===== src/rtl/instr_enc_pkg.sv =====
// Shared definitions for the instruction stream encoder: mnemonic IDs, MIPS opcode/funct
// constants, FSM state encoding and small word-packing helpers.
package instr_enc_pkg;

  typedef enum logic [4:0] {
    MN_ADD  = 5'd0,  MN_SUB  = 5'd1,  MN_AND = 5'd2,  MN_OR   = 5'd3,
    MN_SLT  = 5'd4,  MN_JR   = 5'd5,  MN_ADDI = 5'd6, MN_SLTI = 5'd7,
    MN_ORI  = 5'd8,  MN_LUI  = 5'd9,  MN_LW  = 5'd10, MN_SW   = 5'd11,
    MN_BEQ  = 5'd12, MN_BNE  = 5'd13, MN_BLT = 5'd14, MN_BGEZ = 5'd15,
    MN_J    = 5'd16, MN_JAL  = 5'd17
  } mnem_e;

  typedef enum logic [1:0] {
    ST_IDLE = 2'd0,
    ST_LOAD = 2'd1,
    ST_DONE = 2'd2
  } state_e;

  localparam logic [5:0] OP_RTYPE = 6'd0;
  localparam logic [5:0] OP_BGEZ  = 6'd1;
  localparam logic [5:0] OP_J     = 6'd2;
  localparam logic [5:0] OP_JAL   = 6'd3;
  localparam logic [5:0] OP_BEQ   = 6'd4;
  localparam logic [5:0] OP_BNE   = 6'd5;
  localparam logic [5:0] OP_BLT   = 6'd6;
  localparam logic [5:0] OP_ADDI  = 6'd8;
  localparam logic [5:0] OP_SLTI  = 6'd10;
  localparam logic [5:0] OP_ORI   = 6'd13;
  localparam logic [5:0] OP_LUI   = 6'd15;
  localparam logic [5:0] OP_LW    = 6'd35;
  localparam logic [5:0] OP_SW    = 6'd43;

  localparam logic [5:0] FN_ADD = 6'h20;
  localparam logic [5:0] FN_SUB = 6'h22;
  localparam logic [5:0] FN_AND = 6'h24;
  localparam logic [5:0] FN_OR  = 6'h25;
  localparam logic [5:0] FN_SLT = 6'h2A;
  localparam logic [5:0] FN_JR  = 6'h08;

  function automatic logic [31:0] r_word(input logic [4:0] rs, input logic [4:0] rt,
                                         input logic [4:0] rd, input logic [5:0] funct);
    return {OP_RTYPE, rs, rt, rd, 5'd0, funct};
  endfunction

  function automatic logic [31:0] i_word(input logic [5:0] op, input logic [4:0] rs,
                                         input logic [4:0] rt, input logic [15:0] imm);
    return {op, rs, rt, imm};
  endfunction

  function automatic logic [31:0] j_word(input logic [5:0] op, input logic [25:0] target);
    return {op, target};
  endfunction

endpackage


===== src/rtl/instr_field_packer.sv =====
// Combinational packer: mnemonic ID plus register/immediate/target fields into a 32-bit
// MIPS word, with a legal flag for unknown mnemonics.
module instr_field_packer
  import instr_enc_pkg::*;
(
  input  logic [4:0]  mnem_i,
  input  logic [4:0]  rs_i,
  input  logic [4:0]  rt_i,
  input  logic [4:0]  rd_i,
  input  logic [15:0] imm_i,
  input  logic [25:0] target_i,
  output logic [31:0] word_o,
  output logic        legal_o
);

  always_comb begin
    word_o  = '0;
    legal_o = 1'b1;
    case (mnem_i)
      MN_ADD:  word_o = r_word(rs_i, rt_i, rd_i, FN_ADD);
      MN_SUB:  word_o = r_word(rs_i, rt_i, rd_i, FN_SUB);
      MN_AND:  word_o = r_word(rs_i, rt_i, rd_i, FN_AND);
      MN_OR:   word_o = r_word(rs_i, rt_i, rd_i, FN_OR);
      MN_SLT:  word_o = r_word(rs_i, rt_i, rd_i, FN_SLT);
      MN_JR:   word_o = r_word(rs_i, 5'd0, 5'd0, FN_JR);
      MN_ADDI: word_o = i_word(OP_ADDI, rs_i, rt_i, imm_i);
      MN_SLTI: word_o = i_word(OP_SLTI, rs_i, rt_i, imm_i);
      MN_ORI:  word_o = i_word(OP_ORI,  rs_i, rt_i, imm_i);
      MN_LUI:  word_o = i_word(OP_LUI,  5'd0, rt_i, imm_i);
      MN_LW:   word_o = i_word(OP_LW,   rs_i, rt_i, imm_i);
      MN_SW:   word_o = i_word(OP_SW,   rs_i, rt_i, imm_i);
      MN_BEQ:  word_o = i_word(OP_BEQ,  rs_i, rt_i, imm_i);
      MN_BNE:  word_o = i_word(OP_BNE,  rs_i, rt_i, imm_i);
      MN_BLT:  word_o = i_word(OP_BLT,  rs_i, rt_i, imm_i);
      // BGEZ shares opcode 1 with the REGIMM group; rt=1 selects it
      MN_BGEZ: word_o = i_word(OP_BGEZ, rs_i, 5'd1, imm_i);
      MN_J:    word_o = j_word(OP_J,   target_i);
      MN_JAL:  word_o = j_word(OP_JAL, target_i);
      default: legal_o = 1'b0;
    endcase
  end

endmodule


===== src/rtl/instr_stream_encoder.sv =====
// Session controller: accepts symbolic instructions, writes encoded words sequentially into
// instruction memory, keeps a word count, XOR checksum and sticky error flags.
//   state   | meaning
//   IDLE    | no session; fields not accepted
//   LOAD    | accepting fields, one memory write per accepted legal instruction
//   DONE    | final instruction accepted; done_o high for this one cycle
module instr_stream_encoder
  import instr_enc_pkg::*;
#(
  parameter int ADDR_W    = 8,
  parameter int BASE_ADDR = 0,
  parameter int DEPTH     = 256
) (
  input  logic              clk_i,
  input  logic              rst_i,
  input  logic              start_i,
  input  logic              enc_valid_i,
  output logic              enc_ready_o,
  input  logic              enc_last_i,
  input  logic [4:0]        mnem_i,
  input  logic [4:0]        rs_i,
  input  logic [4:0]        rt_i,
  input  logic [4:0]        rd_i,
  input  logic [15:0]       imm_i,
  input  logic [25:0]       target_i,
  output logic              imem_we_o,
  output logic [ADDR_W-1:0] imem_addr_o,
  output logic [31:0]       imem_data_o,
  output logic [ADDR_W:0]   count_o,
  output logic [31:0]       csum_o,
  output logic              done_o,
  output logic              err_illegal_o,
  output logic              err_ovf_o
);

  localparam logic [ADDR_W-1:0] BASE    = ADDR_W'(BASE_ADDR);
  localparam logic [ADDR_W+1:0] DEPTH_W = (ADDR_W+2)'(DEPTH);

  state_e            state_q, state_d;
  logic              we_q, we_d, done_q, done_d;
  logic              ill_q, ill_d, ovf_q, ovf_d;
  logic [ADDR_W-1:0] addr_q, addr_d, ptr_q, ptr_d;
  logic [31:0]       data_q, data_d, csum_q, csum_d;
  logic [ADDR_W:0]   count_q, count_d;

  logic [31:0]       word;
  logic              legal;
  logic [ADDR_W+1:0] fill;
  logic              full, xfer;

  instr_field_packer u_packer (
    .mnem_i   (mnem_i),
    .rs_i     (rs_i),
    .rt_i     (rt_i),
    .rd_i     (rd_i),
    .imm_i    (imm_i),
    .target_i (target_i),
    .word_o   (word),
    .legal_o  (legal)
  );

  // A write still in flight already owns a slot, so it counts toward capacity
  assign fill        = {1'b0, count_q} + {{(ADDR_W+1){1'b0}}, we_q};
  assign full        = (fill >= DEPTH_W);
  assign enc_ready_o = (state_q == ST_LOAD) && !full;
  assign xfer        = enc_valid_i && enc_ready_o;

  always_comb begin
    state_d = state_q;
    we_d    = 1'b0;
    done_d  = 1'b0;
    addr_d  = addr_q;
    data_d  = data_q;
    ptr_d   = ptr_q;
    count_d = count_q;
    csum_d  = csum_q;
    ill_d   = ill_q;
    ovf_d   = ovf_q;
    if (we_q) begin
      ptr_d   = ptr_q + {{(ADDR_W-1){1'b0}}, 1'b1};
      count_d = count_q + {{ADDR_W{1'b0}}, 1'b1};
      csum_d  = csum_q ^ data_q;
    end
    case (state_q)
      ST_DONE: state_d = ST_IDLE;
      default: begin
        if (start_i) begin
          // Restart also drops any pending write from the abandoned session
          state_d = ST_LOAD;
          ptr_d   = BASE;
          count_d = '0;
          csum_d  = '0;
          ill_d   = 1'b0;
          ovf_d   = 1'b0;
        end else if (state_q == ST_LOAD) begin
          if (xfer) begin
            if (legal) begin
              we_d   = 1'b1;
              addr_d = ptr_q + {{(ADDR_W-1){1'b0}}, we_q};
              data_d = word;
            end else begin
              ill_d = 1'b1;
            end
            if (enc_last_i) begin
              state_d = ST_DONE;
              done_d  = 1'b1;
            end
          end else if (enc_valid_i && full) begin
            ovf_d = 1'b1;
          end
        end
      end
    endcase
  end

  always_ff @(posedge clk_i or negedge rst_i) begin
    if (!rst_i) begin
      state_q <= ST_IDLE;
      we_q    <= 1'b0;
      done_q  <= 1'b0;
      addr_q  <= '0;
      data_q  <= '0;
      ptr_q   <= BASE;
      count_q <= '0;
      csum_q  <= '0;
      ill_q   <= 1'b0;
      ovf_q   <= 1'b0;
    end else begin
      state_q <= state_d;
      we_q    <= we_d;
      done_q  <= done_d;
      addr_q  <= addr_d;
      data_q  <= data_d;
      ptr_q   <= ptr_d;
      count_q <= count_d;
      csum_q  <= csum_d;
      ill_q   <= ill_d;
      ovf_q   <= ovf_d;
    end
  end

  assign imem_we_o     = we_q;
  assign imem_addr_o   = addr_q;
  assign imem_data_o   = data_q;
  assign count_o       = count_q;
  assign csum_o        = csum_q;
  assign done_o        = done_q;
  assign err_illegal_o = ill_q;
  assign err_ovf_o     = ovf_q;

endmodule


===== config.mk =====
export PLATFORM = sky130hd
export DESIGN_NAME = instr_stream_encoder
export DESIGN_NICKNAME = d
export VERILOG_FILES = /design/src/rtl/instr_enc_pkg.sv /design/src/rtl/instr_field_packer.sv /design/src/rtl/instr_stream_encoder.sv
export SDC_FILE = /design/constraint.sdc
export NUM_CORES = 1
export LEC_CHECK = 0
export ABC_AREA = 1
export CORE_ASPECT_RATIO = 1.25
export CORE_UTILIZATION = 47
export DETAILED_ROUTE_END_ITERATION = 6
export GPL_TIMING_DRIVEN = 0
export PLACE_DENSITY = 0.81
export SYNTH_ARGS = -nofsm -noshare
export SYNTH_HDL_FRONTEND = slang
export SYNTH_HIERARCHICAL = 1
export SYNTH_SLANG_ARGS = --single-unit

===== constraint.sdc =====
create_clock -name clk_i -period 1.7 [get_ports clk_i]
set_clock_uncertainty 0.2 [all_clocks]
set_input_delay 0.34 -clock clk_i [delete_from_list [all_inputs] [get_ports clk_i]]
set_output_delay 0.34 -clock clk_i [all_outputs]
set_load 0.05 [all_outputs]

Word-level counts from Yosys, hierarchy flattened
Cells that the tools add are included.
{"block": "totals", "ff_bits": 95, "in_bits": 67, "output_inout_bits": 86, "wordCells": 89}
{"block": "classes", "n_addsub": 4, "n_lt_le_gt_ge": 1, "n_eq_ne": 21, "muxes": 34, "bitwise": 3, "reduce_logical": 16}
{"cell": "32-bit case mux with 18 select lines", "n": 1}
{"cell": "32-bit 2-to-1 mux", "n": 3}
{"cell": "5-bit by 4-bit equality test with 1-bit output, second input constant", "n": 8}
{"cell": "32-bit bitwise XOR", "n": 1}
{"cell": "9-bit 2-to-1 mux", "n": 3}
{"cell": "8-bit 2-to-1 mux", "n": 3}
{"cell": "5-bit by 3-bit equality test with 1-bit output, second input constant", "n": 4}
{"cell": "1-bit 2-to-1 mux", "n": 19}
{"cell": "18-bit OR reduction", "n": 1}
{"cell": "9-bit by 1-bit adder with 10-bit output", "n": 1}
{"cell": "5-bit by 2-bit equality test with 1-bit output, second input constant", "n": 2}
{"cell": "5-bit equality test, second input constant", "n": 2}
{"cell": "10-bit by 9-bit >= comparator with 1-bit output, second input constant", "n": 1}
{"cell": "2-bit 2-to-1 mux", "n": 5}
{"cell": "9-bit by 1-bit adder with 9-bit output, second input constant", "n": 1}
{"cell": "3-bit nonzero test", "n": 3}
{"cell": "8-bit by 1-bit adder with 8-bit output", "n": 1}
{"cell": "8-bit by 1-bit adder with 8-bit output, second input constant", "n": 1}
{"cell": "4-bit AND reduction", "n": 2}
{"cell": "2-bit nonzero test", "n": 3}
{"cell": "5-bit by 1-bit equality test with 1-bit output, second input constant", "n": 1}
{"cell": "5-bit zero test", "n": 1}
{"cell": "5-bit AND reduction", "n": 1}
{"cell": "2-bit inequality test, second input constant", "n": 2}
{"cell": "other kinds (6)", "n": 9}

Depth between registers and ports, before layout
{"block": "depth", "word_depth": 9, "ltp_mapped": 11, "mapped_depth_nobuf": 10}

By module
The synthesis kept the hierarchy.
{"mod": "instr_stream_encoder", "n_inst": 1, "cells_per_inst": 456, "area_each_um2": 4145.2, "seq_area_each_um2": 2377.3}
{"mod": "instr_field_packer", "n_inst": 1, "cells_per_inst": 144, "area_each_um2": 656.9, "seq_area_each_um2": 0.0}

Worst setup path before layout
No wires, ideal clock.
{"block": "synth_path", "kind": "flip-flop to output port", "from": "reg we_q (netlist: imem_we_o)", "to": "out enc_ready_o", "t_arrival_ns": 1.802, "required_ns": 1.160, "path_slack_ns": -0.642, "path_stages_with_launch": 7, "path_buffers": 0, "cell_sequence": "dfrtp_1 > ha_1 > nand2_1 > nor2_1 > nand2_2 > nand2_1 > nor2_1"}
{"block": "synth_between", "elab_chain_len": 4}
{"element": "start, declared", "line": "instr_stream_encoder.sv:40", "rtl": "logic we_q, we_d, done_q, done_d;"}
{"element": "start signal, assigned", "line": "instr_stream_encoder.sv:130", "rtl": "we_q <= we_d;"}
{"element": "9-bit by 1-bit adder with 10-bit output", "line": "instr_stream_encoder.sv:63", "rtl": "assign fill = {1'b0, count_q} + {{(ADDR_W+1){1'b0}}, we_q};"}
{"element": "10-bit by 9-bit >= comparator with 1-bit output", "line": "instr_stream_encoder.sv:64", "rtl": "assign full = (fill >= DEPTH_W);"}
{"element": "1-bit zero test", "line": "instr_stream_encoder.sv:65", "rtl": "assign enc_ready_o = (state_q == ST_LOAD) && !full;"}
{"element": "1-bit logical AND", "line": "instr_stream_encoder.sv:65"}
{"element": "end, declared", "line": "instr_stream_encoder.sv:18", "rtl": "output logic enc_ready_o,"}
No other way between the ends.

Worst setup path after layout
{"block": "layout_path", "from": "reg count_q[0] (netlist: count_o[0])", "to": "out enc_ready_o"}
{"block": "layout_between", "elab_chain_len": 4}
{"element": "start, declared", "line": "instr_stream_encoder.sv:44", "rtl": "logic [ADDR_W:0] count_q, count_d;"}
{"element": "start signal, assigned", "line": "instr_stream_encoder.sv:135", "rtl": "count_q <= count_d;"}
{"element": "9-bit by 1-bit adder with 10-bit output", "line": "instr_stream_encoder.sv:63"}
{"element": "10-bit by 9-bit >= comparator with 1-bit output", "line": "instr_stream_encoder.sv:64"}
{"element": "1-bit zero test", "line": "instr_stream_encoder.sv:65"}
{"element": "1-bit logical AND", "line": "instr_stream_encoder.sv:65"}
No other way between the ends.

==> qor.yml <==
floorplan:
  num_rows: 40
  coreArea_um2: 9759
  die_area_um2: 10630
  fp.dieH_um: 115.0
  die_w_um: 92.41
  num_io_pins: 153
  initial_utilization_pct: 49.21
routing:
  avgRoutedWirePerCell_um: 14.43
  ant_nets: 0
  remaining_drc_errors: 0
  first_iter_violations: 181
  wirelength_mm: 13.13
  vias: 4561
  drt_pass1_iterations: 7
  avgViaCountPerCell: 5.012
sta:
  final.period_utilization_pct: 117.8
  slew_violations: 0
  report.final.hold_viol_count: 0
  timing.fmax_mhz: 499.3
  whs_ns: 0.2446
  setup_violations: 44
  fin_ws_ns: -0.3026
  period_minus_slack_ns: 2.003
  rsz0062_at_grt: "true"
logic_synthesis:
  synth-compound-area-share_pct: 2.684
  synth_seq_cells: 95
  postSynthAreaPerCell_um2: 8.004
  synth-simple-area-share_pct: 32.18
  synth_common_cells: "nand2_1 (264), dfrtp_1 (95), nor2_1 (67), xor2_1 (40), inv_1 (26)"
  synth_edf_count: 0
  synth_most_common_cell: "nand2_1"
  netlist.area_leader.share_pct: 49.50
  synth_area_leaders: "dfrtp_1 (50%), nand2_1 (21%), xor2_1 (7.3%)"
  async_flop_share_pct: 100.0
  synth.yosys.warnings: 6
  syn_area_um2: 4802
  synth-xor-area-share_pct: 7.660
  ys_types: 30
  synth_top_family_by_area: "simple AND/OR/NAND/NOR gates"
  synth_area_leader_cell: "dfrtp_1"
  syn_nets: 672
  synth_fa_ha_area_share_pct: 1.303
  ys_seq_area_share_pct: 49.50
  synthMuxAreaShare_pct: 0
  synth_cells: 600
  synth_ff_type: "dfrtp_1"
clock_tree:
  cts_tree: "yes"
  clock_latency_ns: 0.34
  clkTransAtPathRegs_ns: 0.07
  cts_sinks: 95
  cts_root_buffer: "clkbuf_16"
  cts_max_level: 3
  cts-buffers-inserted: 9
  cts_buffer_depth: 2
power_and_ir_drop:
  power_density_nw_per_um2: 938.9
  swShare_pct: 32.99
  p_leak_nw: 3.505
  power_frac_comb_pct: 26.6
  internal_power_w: 0.004501
  netSwitchingPower_w: 0.002216
  vdd_ir_drop_max_v: 0.0006108
  p_clk_share_pct: 34.3
  seqPwrFrac_pct: 39.1
critical_path:
  worstPathRequired_ns: 1.16
  end_kind: "output pin"
  r2r_setup_slack_ns: -0.20
  worst-setup-path-type: "reg -> out"
  crit_fanout: 2
  startpoint: "count_o[0]"
  worstRegToRegCells: 12
  worst_ep_arrival_time_ns: 1.46
  endpoint: "enc_ready_o"
  r2r-start: "count_o[0]"
  cp-start-kind: "flop"
  r2r_end: "imem_addr_o[3]"
grt:
  grt_overflow: 0
  antenna_found_initial: 2
  grt_pass1_vias: 4334
  grt_max_degree: 65
  grtUsageMet3_pct: 5.225
  grt_use_total_pct: 24.92
  grt.busiest_layer: "met2"
  grt_pass1_wl_mm: 20.61
  use_met2_pct: 44.40
  use_met1_pct: 28.85
hold_path:
  hold_class: "in -> reg"
placement:
  post_dp_cell_area_um2: 6507
  dp_hpwl_mm: 9.209
  gp_congestion: 0.8577
  io_buffers: 150
cells_and_area:
  drive_above_1_share_pct: 22.63
  area_growth_pct: 48.98
  final_cell_area_um2: 7154
  final_nets: 849
run_status:
  violations: "negative setup slack"
  status: "complete, but fails checks"
job:
  drv_cap: 0
==> power by group through the flow <==
stage / Combinational [W] / Sequential (W) / Clock, W
finish: 0.00179 / 0.00263 / 0.00230
global route: 0.00190 / 0.00265 / 0.00247
CTS: 0.00177 / 0.00263 / 0.00234
detailed placement: 0.00180 / 0.00267 / 0
global placement: 0.00177 / 0.00266 / 0
floorplan: 0.000425 / 0.00330 / 0
==> stage by stage <==
stage / TNS (ns) / util [%] / power (W) / std cells / worst slack [ns]
after floorplan: -0.3615 / - / 0.003721 / 600 / -0.1466
after global placement: -356.59 / 66.42 / 0.004434 / 876 / -3.649
after detailed placement: -42.61 / 66.68 / 0.004465 / 877 / -0.7604
after CTS: -3.747 / 72.03 / 0.006742 / 901 / -0.3034
after global routing: -10.87 / 73.31 / 0.007016 / 910 / -0.3594
final: -7.356 / 73.31 / 0.006717 / 910 / -0.3026
==> how the worst min path moves through the flow <==
stage,depth (start not counted),start,to,slack (ns)
2_1_floorplan,0,rst_i,count_o[0],-0.16
3_3_place_gp,2,imem_addr_o[5],imem_addr_o[5],0.26
3_5_place_dp,1,rst_i,count_o[7],0.11
4_1_cts,5,mnem_i[1],imem_data_o[29],0.23
5_1_grt,5,mnem_i[1],imem_data_o[29],0.24
6_report,5,mnem_i[1],imem_data_o[29],0.24
==> critical path: stages, from the launching register on <==
cell and delay, ns:
dfrtp_2 0.43, ha_4 0.16, nand2_2 0.05, nor2_2 0.04, nand2_2 0.09, nand2_2 0.08, nor2_4 0.11, buf_6 0.16
==> layout by cell type (no fill, tap or decap), types with 2 or more instances in the layout <==
cell type / instances
nand2_1: 262
dfrtp_1: 88
clkdlybuf4s15_2: 68
nor2_1: 64
clkdlybuf4s50_1: 60
xor2_1: 40
inv_1: 25
nand3_1: 21
buf_2: 16
buf_4: 12
clkbuf_16: 12
a21oi_1: 11
buf_6: 10
nand2_2: 8
dfrtp_2: 7
o21ai_0: 6
nor2_2: 6
buf_8: 6
nor2_4: 5
nand4_1: 5
dlygate4sd2_1: 5
nor3_1: 4
inv_2: 4
ha_1: 4
clkbuf_4: 3
bufinv_16: 3
clkdlybuf4s18_2: 3
diode_2: 2
clkinv_2: 2
o21a_1: 2
nand3_2: 2
xnor2_1: 2
clkinvlp_4: 2
o211ai_1: 2
==> state kept, by name, summed over array words and instances (netlist names) <==
name and cells:
csum_o 32, imem_data_o 32, count_o 9, imem_addr_o 8
ptr_q 8, state_q 2, done_o 1, err_illegal_o 1
err_ovf_o 1, imem_we_o 1
==> metal layers <==
layer | vias to the layer above | share of wire [%]
met5 | - | 0
met3 | 26 | 6.3
met2 | 182 | 53
li1 | 2196 | -
met1 | 2157 | 38
met4 | 0 | 2.6
==> layout make-up <==
cell class	instances	area, µm²
diodes	2	5.005
plain buffers	25	229.0
clock buffers	9	225.2
clock inverters	7	118.9
fillers	722	2605
inverters	30	113.9
multi-input cells	450	2171
flip-flops and latches	95	2386
well taps	126	157.7
repair buffers	166	1748
==> cells by family after synthesis <==
logic type,after synthesis
other,1
flip-flops,95
buffers and inverters,55
XOR/XNOR,42
adder cells (fa/ha/maj),5
AND/OR/NAND/NOR,379
AO/OA/AOI/OAI,23
==> timing repair <==
item                                    in CTS  in global routing
gates cloned                                 2                  3
endpoints found under the setup margin     129                 88
hold buffers                                 1                  0
buffers inserted                             5                  4
endpoints found under the hold margin       31                  0
gates resized for setup                    274                 43
pin swaps                                    5                  4
(Power assumes the default switching activity.)
